<file path="src/rtl/pa_fpu.sv">
// Shared definitions for the FPU bus master: controller states, FPU register
// map, operation codes and the canonical quiet NaN returned on abort.
package pa_fpu;

    typedef enum logic [3:0] {
        IDLE,
        WR_STB,
        WR_GAP,
        WAIT_END,
        RD_STB1,
        RD_STB2,
        RD_GAP,
        ACK,
        RESP
    } state_t;

    typedef enum logic {
        DIR_WRITE = 1'b0,
        DIR_READ  = 1'b1
    } dir_t;

    // FPU register map: operand A bytes, operand B bytes, opcode, result bytes
    localparam logic [5:0] OPA_BASE         = 6'd0;
    localparam logic [5:0] OPB_BASE         = 6'd4;
    localparam logic [5:0] OP_ADDR          = 6'd8;
    localparam logic [5:0] RES_BASE_DEFAULT = 6'h0C;

    // FPU operation codes
    localparam logic [7:0] OP_ADD  = 8'd0;
    localparam logic [7:0] OP_SUB  = 8'd1;
    localparam logic [7:0] OP_MUL  = 8'd2;
    localparam logic [7:0] OP_DIV  = 8'd3;
    localparam logic [7:0] OP_SQRT = 8'd4;

    localparam logic [31:0] CANON_NAN = 32'h7FC0_0000;

    // Byte idx of the write frame {opcode, op_b, op_a}; idx 0 is op_a LSB.
    // The frame is contiguous, so byte idx lands at FPU address OPA_BASE+idx.
    function automatic logic [7:0] wr_byte(input logic [71:0] frame,
                                           input logic [3:0]  idx);
        return frame[{idx, 3'b000} +: 8];
    endfunction

endpackage

</file>
<file path="src/rtl/fpu_bus_strobe.sv">
// Per-access strobe sequencer for the FPU bus. A write is one strobe cycle
// followed by one gap cycle; a read is two strobe cycles and one gap cycle.
// start is high on the first cycle of an access; done is high on its last.
module fpu_bus_strobe
    import pa_fpu::*;
(
    input  logic       clk,
    input  logic       rst_n,
    input  logic       start,
    input  dir_t       dir,
    input  logic [5:0] addr_in,
    output logic [5:0] addr,
    output logic       cs,
    output logic       rd,
    output logic       wr,
    output logic       done
);

    logic       busy_reg;
    logic [1:0] phase_reg;
    logic       active;
    logic [1:0] cur_phase;
    logic       strobe;

    // Decode the strobes for the current phase of the access
    always_comb begin
        active    = start | busy_reg;
        cur_phase = start ? 2'd0 : phase_reg;
        if (dir == DIR_WRITE) begin
            strobe = active && (cur_phase == 2'd0);
            done   = active && (cur_phase == 2'd1);
        end else begin
            strobe = active && (cur_phase != 2'd2);
            done   = active && (cur_phase == 2'd2);
        end
        cs   = ~strobe;
        wr   = ~(strobe && (dir == DIR_WRITE));
        rd   = ~(strobe && (dir == DIR_READ));
        addr = active ? addr_in : 6'd0;
    end

    // Track the phase within the access in progress
    always_ff @(posedge clk) begin
        if (!rst_n) begin
            busy_reg  <= 1'b0;
            phase_reg <= 2'd0;
        end else if (done) begin
            busy_reg  <= 1'b0;
            phase_reg <= 2'd0;
        end else if (active) begin
            busy_reg  <= 1'b1;
            phase_reg <= cur_phase + 2'd1;
        end
    end

endmodule

</file>
<file path="src/rtl/fpu_bus_master.sv">
// FPU bus master: takes one operation per request, writes both operands and
// the opcode to the FPU byte bus, waits for command end, reads the 32-bit
// result back and acknowledges the end of the command.
// Optional build macro FPU_MASTER_TIMEOUT_EN adds an abort counter while
// waiting for command end; on expiry the response carries a quiet NaN.
module fpu_bus_master
    import pa_fpu::*;
#(
    parameter logic [5:0] RES_BASE = RES_BASE_DEFAULT
`ifdef FPU_MASTER_TIMEOUT_EN
    ,
    parameter int TIMEOUT_CYCLES = 4096
`endif
) (
    input  logic        clk,
    input  logic        rst_n,
    input  logic        req_valid,
    output logic        req_ready,
    input  logic [31:0] op_a,
    input  logic [31:0] op_b,
    input  logic [7:0]  opcode,
    output logic        resp_valid,
    input  logic        resp_ready,
    output logic [31:0] result,
    output logic        resp_timeout,
    output logic [7:0]  fpu_data_out,
    input  logic [7:0]  fpu_data_in,
    output logic [5:0]  fpu_addr,
    output logic        fpu_cs,
    output logic        fpu_rd,
    output logic        fpu_wr,
    output logic        fpu_end_ack,
    input  logic        fpu_cmd_end,
    input  logic        fpu_busy
);

    state_t      state_reg;
    state_t      state_next;
    logic [3:0]  idx_reg;
    logic [31:0] op_a_reg;
    logic [31:0] op_b_reg;
    logic [7:0]  opcode_reg;
    logic [31:0] result_reg;
    logic        strobe_start;
    logic        strobe_done;
    dir_t        dir;
    logic [5:0]  addr_sel;
    logic        timeout_hit;

`ifdef FPU_MASTER_TIMEOUT_EN
    localparam int TMO_W = $clog2(TIMEOUT_CYCLES + 1);
    logic [TMO_W-1:0] tmo_reg;
    logic             timeout_reg;
    assign resp_timeout = timeout_reg;
`else
    assign resp_timeout = 1'b0;
`endif

    assign result = result_reg;

    fpu_bus_strobe u_strobe (
        .clk     (clk),
        .rst_n   (rst_n),
        .start   (strobe_start),
        .dir     (dir),
        .addr_in (addr_sel),
        .addr    (fpu_addr),
        .cs      (fpu_cs),
        .rd      (fpu_rd),
        .wr      (fpu_wr),
        .done    (strobe_done)
    );

    // Next-state logic and handshake/strobe controls
    always_comb begin
        state_next   = state_reg;
        strobe_start = 1'b0;
        dir          = DIR_WRITE;
        req_ready    = 1'b0;
        resp_valid   = 1'b0;
        fpu_end_ack  = 1'b0;
        timeout_hit  = 1'b0;
        case (state_reg)
            IDLE: begin
                // rst_n gating keeps ready low while reset is held
                req_ready = rst_n && !fpu_busy;
                if (req_valid && req_ready) state_next = WR_STB;
            end
            WR_STB: begin
                strobe_start = 1'b1;
                state_next   = WR_GAP;
            end
            WR_GAP: begin
                if (strobe_done) state_next = (idx_reg == 4'd8) ? WAIT_END : WR_STB;
            end
            WAIT_END: begin
                if (fpu_cmd_end) begin
                    state_next = RD_STB1;
                end
`ifdef FPU_MASTER_TIMEOUT_EN
                else if (tmo_reg == TMO_W'(TIMEOUT_CYCLES - 1)) begin
                    timeout_hit = 1'b1;
                    state_next  = RESP;
                end
`endif
            end
            RD_STB1: begin
                dir          = DIR_READ;
                strobe_start = 1'b1;
                state_next   = RD_STB2;
            end
            RD_STB2: begin
                dir        = DIR_READ;
                state_next = RD_GAP;
            end
            RD_GAP: begin
                dir = DIR_READ;
                if (strobe_done) state_next = (idx_reg == 4'd3) ? ACK : RD_STB1;
            end
            ACK: begin
                fpu_end_ack = 1'b1;
                if (!fpu_cmd_end) state_next = RESP;
            end
            RESP: begin
                resp_valid = 1'b1;
                if (resp_ready) state_next = IDLE;
            end
            default: state_next = IDLE;
        endcase
    end

    // Address and write data for the access in progress
    always_comb begin
        addr_sel     = 6'd0;
        fpu_data_out = 8'h00;
        if (state_reg == WR_STB || state_reg == WR_GAP) begin
            addr_sel     = OPA_BASE + {2'b00, idx_reg};
            fpu_data_out = wr_byte({opcode_reg, op_b_reg, op_a_reg}, idx_reg);
        end else if (state_reg == RD_STB1 || state_reg == RD_STB2 || state_reg == RD_GAP) begin
            addr_sel = RES_BASE + {2'b00, idx_reg};
        end
    end

    // State register
    always_ff @(posedge clk) begin
        if (!rst_n) state_reg <= IDLE;
        else        state_reg <= state_next;
    end

    // Operand capture, byte index, result assembly and abort counter
    always_ff @(posedge clk) begin
        if (!rst_n) begin
            idx_reg    <= 4'd0;
            op_a_reg   <= 32'd0;
            op_b_reg   <= 32'd0;
            opcode_reg <= 8'd0;
            result_reg <= 32'd0;
`ifdef FPU_MASTER_TIMEOUT_EN
            tmo_reg     <= '0;
            timeout_reg <= 1'b0;
`endif
        end else begin
            case (state_reg)
                IDLE: begin
                    if (req_valid && req_ready) begin
                        op_a_reg   <= op_a;
                        op_b_reg   <= op_b;
                        opcode_reg <= opcode;
                        idx_reg    <= 4'd0;
`ifdef FPU_MASTER_TIMEOUT_EN
                        tmo_reg     <= '0;
                        timeout_reg <= 1'b0;
`endif
                    end
                end
                WR_GAP: begin
                    if (strobe_done) idx_reg <= (idx_reg == 4'd8) ? 4'd0 : idx_reg + 4'd1;
                end
                WAIT_END: begin
`ifdef FPU_MASTER_TIMEOUT_EN
                    tmo_reg <= tmo_reg + 1'b1;
                    if (timeout_hit) begin
                        result_reg  <= CANON_NAN;
                        timeout_reg <= 1'b1;
                    end
`endif
                end
                RD_STB2: begin
                    result_reg[{idx_reg[1:0], 3'b000} +: 8] <= fpu_data_in;
                end
                RD_GAP: begin
                    if (strobe_done) idx_reg <= (idx_reg == 4'd3) ? 4'd0 : idx_reg + 4'd1;
                end
                default: ;
            endcase
        end
    end

endmodule

</file>
<file path="config.mk">
export PLATFORM = sky130hd
export DESIGN_NAME = fpu_bus_master
export DESIGN_NICKNAME = d
export VERILOG_FILES = /design/src/rtl/pa_fpu.sv /design/src/rtl/fpu_bus_strobe.sv /design/src/rtl/fpu_bus_master.sv
export SDC_FILE = /design/constraint.sdc
export NUM_CORES = 1
export LEC_CHECK = 0
export CAP_MARGIN = 20
export CORE_AREA = 2 2 136 138
export DETAILED_ROUTE_END_ITERATION = 12
export DIE_AREA = 0 0 138 140
export PLACE_DENSITY = 0.52
export SYNTH_ARGS = -nofsm -noshare
export SYNTH_HDL_FRONTEND = slang
export SYNTH_HIERARCHICAL = 1
export SYNTH_SLANG_ARGS = --single-unit
</file>
<file path="constraint.sdc">
create_clock -name clk -period 3.28 [get_ports clk]
set_clock_uncertainty 0.05 [all_clocks]
set_input_delay 0.656 -clock clk [delete_from_list [all_inputs] [get_ports clk]]
set_output_delay 0.656 -clock clk [all_outputs]
set_load 0.03 [all_outputs]
</file>
; Yosys cells after proc, flatten, opt, wreduce, memory -nomap -nowiden
; Index checks and enable logic that the tools add are counted.
[word_totals]
reg_bits = 115
in_bits = 86
out_inout_bits = 53
elab_cells = 91
[classes]
addsub = 4
n_eq_ne = 20
n_shift = 3
mux = 28
bitwise_logic = 6
n_reduce_logical = 22
[ops]
columns = cell, count
row1 = variable part select 72 x 8 -> 8 bit, 1
row2 = two-way mux 4 bit, 11
row3 = case mux 4 bit (9 select lines), 1
row4 = bitwise mux 32 bit, 1
row5 = "variable shift 8 x 7 -> 32 bit, first input constant", 1
row6 = variable part select 8 x 7 -> 32 bit, 1
row7 = "equality test 4 x 3 -> 1 bit, second input constant", 4
row8 = "inequality test 2 bit, second input constant", 8
row9 = two-way mux 5 bit, 3
row10 = "equality test 4 x 2 -> 1 bit, second input constant", 3
row11 = case mux 4 bit (3 select lines), 1
row12 = logical AND 1 bit, 9
row13 = "equality test 4 bit, second input constant", 2
row14 = two-way mux 8 bit, 1
row15 = two-way mux 1 bit, 7
row16 = negator 5 -> 7 bit, 1
row17 = two-way mux 2 bit, 3
row18 = AND reduction 6 bit, 1
row19 = "adder 4 x 4 -> 5 bit, first input constant", 1
row20 = NOT 1 bit, 5
row21 = "adder 4 x 1 -> 4 bit, second input constant", 1
row22 = "equality test 4 x 1 -> 1 bit, second input constant", 1
row23 = logical NOT 4 bit, 1
row24 = AND reduction 4 bit, 1
row25 = other kinds (11), 14

; Logic depth before layout (Yosys ltp)
[logic_depth]
word_depth = 9
mapped_depth = 11
depth_no_buf = 10

; Modules after synthesis
; The synthesis kept the hierarchy.
[modules_own_cells]
columns = mod, instances, cells_each, area_each_um2, seq_area_each_um2
row1 = fpu_bus_master, 1, 605, 5165.0, 2242.2
row2 = fpu_bus_strobe, 1, 33, 249.0, 60.1

; Worst setup path after synthesis
; OpenSTA, ideal clock, no wires.
[synth_path]
path_type = input to output
startpoint = input port rst_n
endpoint = output port req_ready
arrival_time_ns = 1.898
t_required_ns = 2.574
path_slack_ns = 0.676
path_stages = 3
path_buffers = 2
path_cell_list = clkbuf_1 clkbuf_1 nor3b_1
[synth_via]
elab_chain_cells = 2
[synth_rtl]
columns = element, line_no
row1 = start: declaration, fpu_bus_master.sv:16  ; input logic rst_n,
row2 = logical AND 1 bit, fpu_bus_master.sv:86  ; req_ready = rst_n && !fpu_busy;
row3 = two-way mux 1 bit, fpu_bus_master.sv:83  ; case (state_reg)
row4 = end: declaration, fpu_bus_master.sv:18  ; output logic req_ready,
; Every way passes these cells.

; Final worst setup path
[layout_path]
startpoint = register state_reg[3]
endpoint = output port req_ready
[layout_via]
elab_chain_cells = 2
[layout_rtl]
columns = element, line_no
row1 = start: declaration, fpu_bus_master.sv:37  ; state_t state_reg;
row2 = start signal: assignment, fpu_bus_master.sv:147  ; else state_reg <= state_next;
row3 = logical NOT 4 bit, fpu_bus_master.sv:83
row4 = two-way mux 1 bit, fpu_bus_master.sv:83
; Every way passes these cells.

==> flow_metrics.env <==
export IMPL_run_status="completed"
export IMPL_critPathMaxFanout=14
export IMPL_place_gp_congestion=0.818
export IMPL_drc=0
export IMPL_hold_path_class="flip-flop to flip-flop"
export IMPL_finalCritPeriodShare_pct=93.1
export IMPL_synth_top_area_share_pct=42.5
export IMPL_relSlewSlack_pct=44.0
export IMPL_num_rows=49
export IMPL_maxCapViolations=0
export IMPL_fmax_ghz=0.328
export IMPL_cts_resized=3
export IMPL_viasPerCell=4.87
export IMPL_ys_seq_area_share_pct=42.5
export IMPL_critPathLaunchType="flip-flop"
export IMPL_cts_buffers=17
export IMPL_syn2layout_area_growth_pct=40.5
export IMPL_pin_count=139
export IMPL_htree_levels=4
export IMPL_pre_cts_slack_ps=64.4
export IMPL_grt_pass1_wl_mm=25.5
export IMPL_fin_hold_ws_ps=402
export IMPL_clock_latency_ps=410
export IMPL_cts_root_buf="clkbuf_16"
export IMPL_setup_viol=0
export IMPL_ir_worst_vdd_uv=369
export IMPL_dieArea_um2=19300
export IMPL_cts_tree="built"
export IMPL_chipHeight_um=140
export IMPL_ys_warn_count=6
export IMPL_cts_sinks=115
export IMPL_grt_overflow_total=0
export IMPL_synth_area_top_cells="dfxtp_1, nand2_1, a21boi_0"
export IMPL_period_needed_ps=3050
export IMPL_drive_gt1_share_pct=11.0
export IMPL_post_synth_top_area_cell="dfxtp_1"
export IMPL_drt_iter0_markers=297
export IMPL_ys_ff_latch=115
export IMPL_cp_arrival_ps=2350
export IMPL_power_density_nw_per_um2=537
export IMPL_antenna_cells=0
export IMPL_via_count=4879
export IMPL_wl_mm=15.6
export IMPL_yosysUniqueCellTypes=54
export IMPL_rsz0062_at_grt="no"
export IMPL_crit_start="state_reg[3]"
export IMPL_p_leak_uw=0.00262
export IMPL_nets=855
export IMPL_syn_avg_cell_area_um2=8.49
export IMPL_crit_required_ps=2570
export IMPL_hold_buffers=0
export IMPL_hold_start="op_b_reg[21]"
export IMPL_path_clk_slew_ps=60
export IMPL_track_usage_pct=16.5
export IMPL_ys_flop_type="dfxtp_1"
export IMPL_post_cts_buffers=0
export IMPL_synth_edf_count=0
export IMPL_async_reset_ff_share_pct=0
export IMPL_syn_cell_area_um2=5410
export IMPL_tightest_slew_ps=834
export IMPL_initial_core_util_pct=30.5
export IMPL_dp_cells=971
export IMPL_cts_max_path_buffers=2
export IMPL_fin_setup_tns_ps=0
export IMPL_drv_slew=0
export IMPL_die_width_um=138
export IMPL_post_route_util_pct=42.8
export IMPL_path_class="flip-flop to output pin"
export IMPL_ant_nets=0
export IMPL_hold_viol_final=0
export IMPL_io_buffer_count=136
export IMPL_stdcell_count=1002
export IMPL_grt_pass1_vias=4795
export IMPL_wl_per_cell_um=15.6
export IMPL_dpl_hpwl_mm=11.2
export IMPL_nFillCells=1771
export IMPL_core_um2=17800
export IMPL_endpoint_kind="output pin"
export IMPL_synthCells=638
export IMPL_antenna_found_initial=0
export IMPL_crit_reg2reg_launch="state_reg[2]"
export IMPL_first_pass_iters=5
export IMPL_fin_ws_ps=227
export IMPL_grt_max_degree=73
cell type report:
cell class                      count  area (um^2)  share of cell area [%]
Clock buffer                       19          453                    5.95
Clock inverter                     12          179                    2.35
Sequential cell                   115         2310                    30.3
Multi-Input combinational cell    472         2900                    38.1
Tap cell                          229          287                    3.77
Timing Repair Buffer              146         1450                    19.1
Inverter                            9         33.8                   0.444
cell usage in the layout, fill, tap and decap left out, types with 6 or more instances in the layout:
master	count
a21boi_1	31
mux4_2	16
a21boi_0	75
ha_1	8
clkbuf_16	17
nand2_1	206
nand3_1	34
a22oi_1	7
a21oi_1	6
nor3_1	6
nor2b_1	11
nor2_1	9
dfxtp_1	110
inv_1	9
clkdlybuf4s50_1	125
o21ai_0	8
buf_4	17
synth_stat cells, types with 4 or more instances:
master	instances
nor2_1	9
and3_1	5
buf_2	19
o21ai_0	8
nor2b_1	11
clkbuf_1	21
a22oi_1	7
nor3b_1	4
dfxtp_1	115
inv_1	9
ha_1	8
a21oi_1	6
a21boi_1	31
a21boi_0	75
nor3_1	7
mux4_2	16
nand3_1	34
nand2_1	206
cells by family after synthesis:
kind of cell / Yosys count / synth area share, %
AND/OR/NAND/NOR: 299 / 24.5
AO/OA/AOI/OAI: 143 / 19.4
flip-flops: 115 / 42.5
buffers and inverters: 52 / 4.28
multiplexers: 17 / 6.84
adder cells (fa/ha/maj): 8 / 1.85
XOR/XNOR: 3 / 0.485
other: 1 / 0.0693
worst paths after layout:
path	endpoint	cells past startpoint	slack, ps
max	req_ready	3	230
min reg2reg	op_b_reg[21]	2	400
max reg2reg	idx_reg[2]	10	520
min	op_b_reg[21]	2	400
power by group:
part / total, uW / internal [uW] / switching, uW
Combinational: 584 / 274 / 310
Clock: 1970 / 1310 / 662
Sequential: 1530 / 1460 / 71.3
Total: 4090 / 3040 / 1040
metrics by stage:
step	area (um^2)	power, uW
finish	7610	4090
global route	7610	4280
CTS	7600	4140
detailed placement	6960	2140
global placement	6960	2130
floorplan	5420	1890
critical path: stages, from the launching register on:
cell             delay [ps]
dfxtp_2                 400
or4_4                   620
nor3b_1                 220
clkdlybuf4s50_1         700
layer usage:
| layer | global-route usage (%) | share of wire [%] | vias to the layer above |
|---|---|---|---|
| met2 | 25.9 | 47 | 122 |
| li1 | - | - | 2421 |
| met3 | 4.34 | 5.8 | 12 |
| met4 | 5.42 | 1.3 | 0 |
| met1 | 22.2 | 46 | 2324 |
| met5 | 0 | 0 | - |
Note: power is estimated with default switching activity, not from simulation.
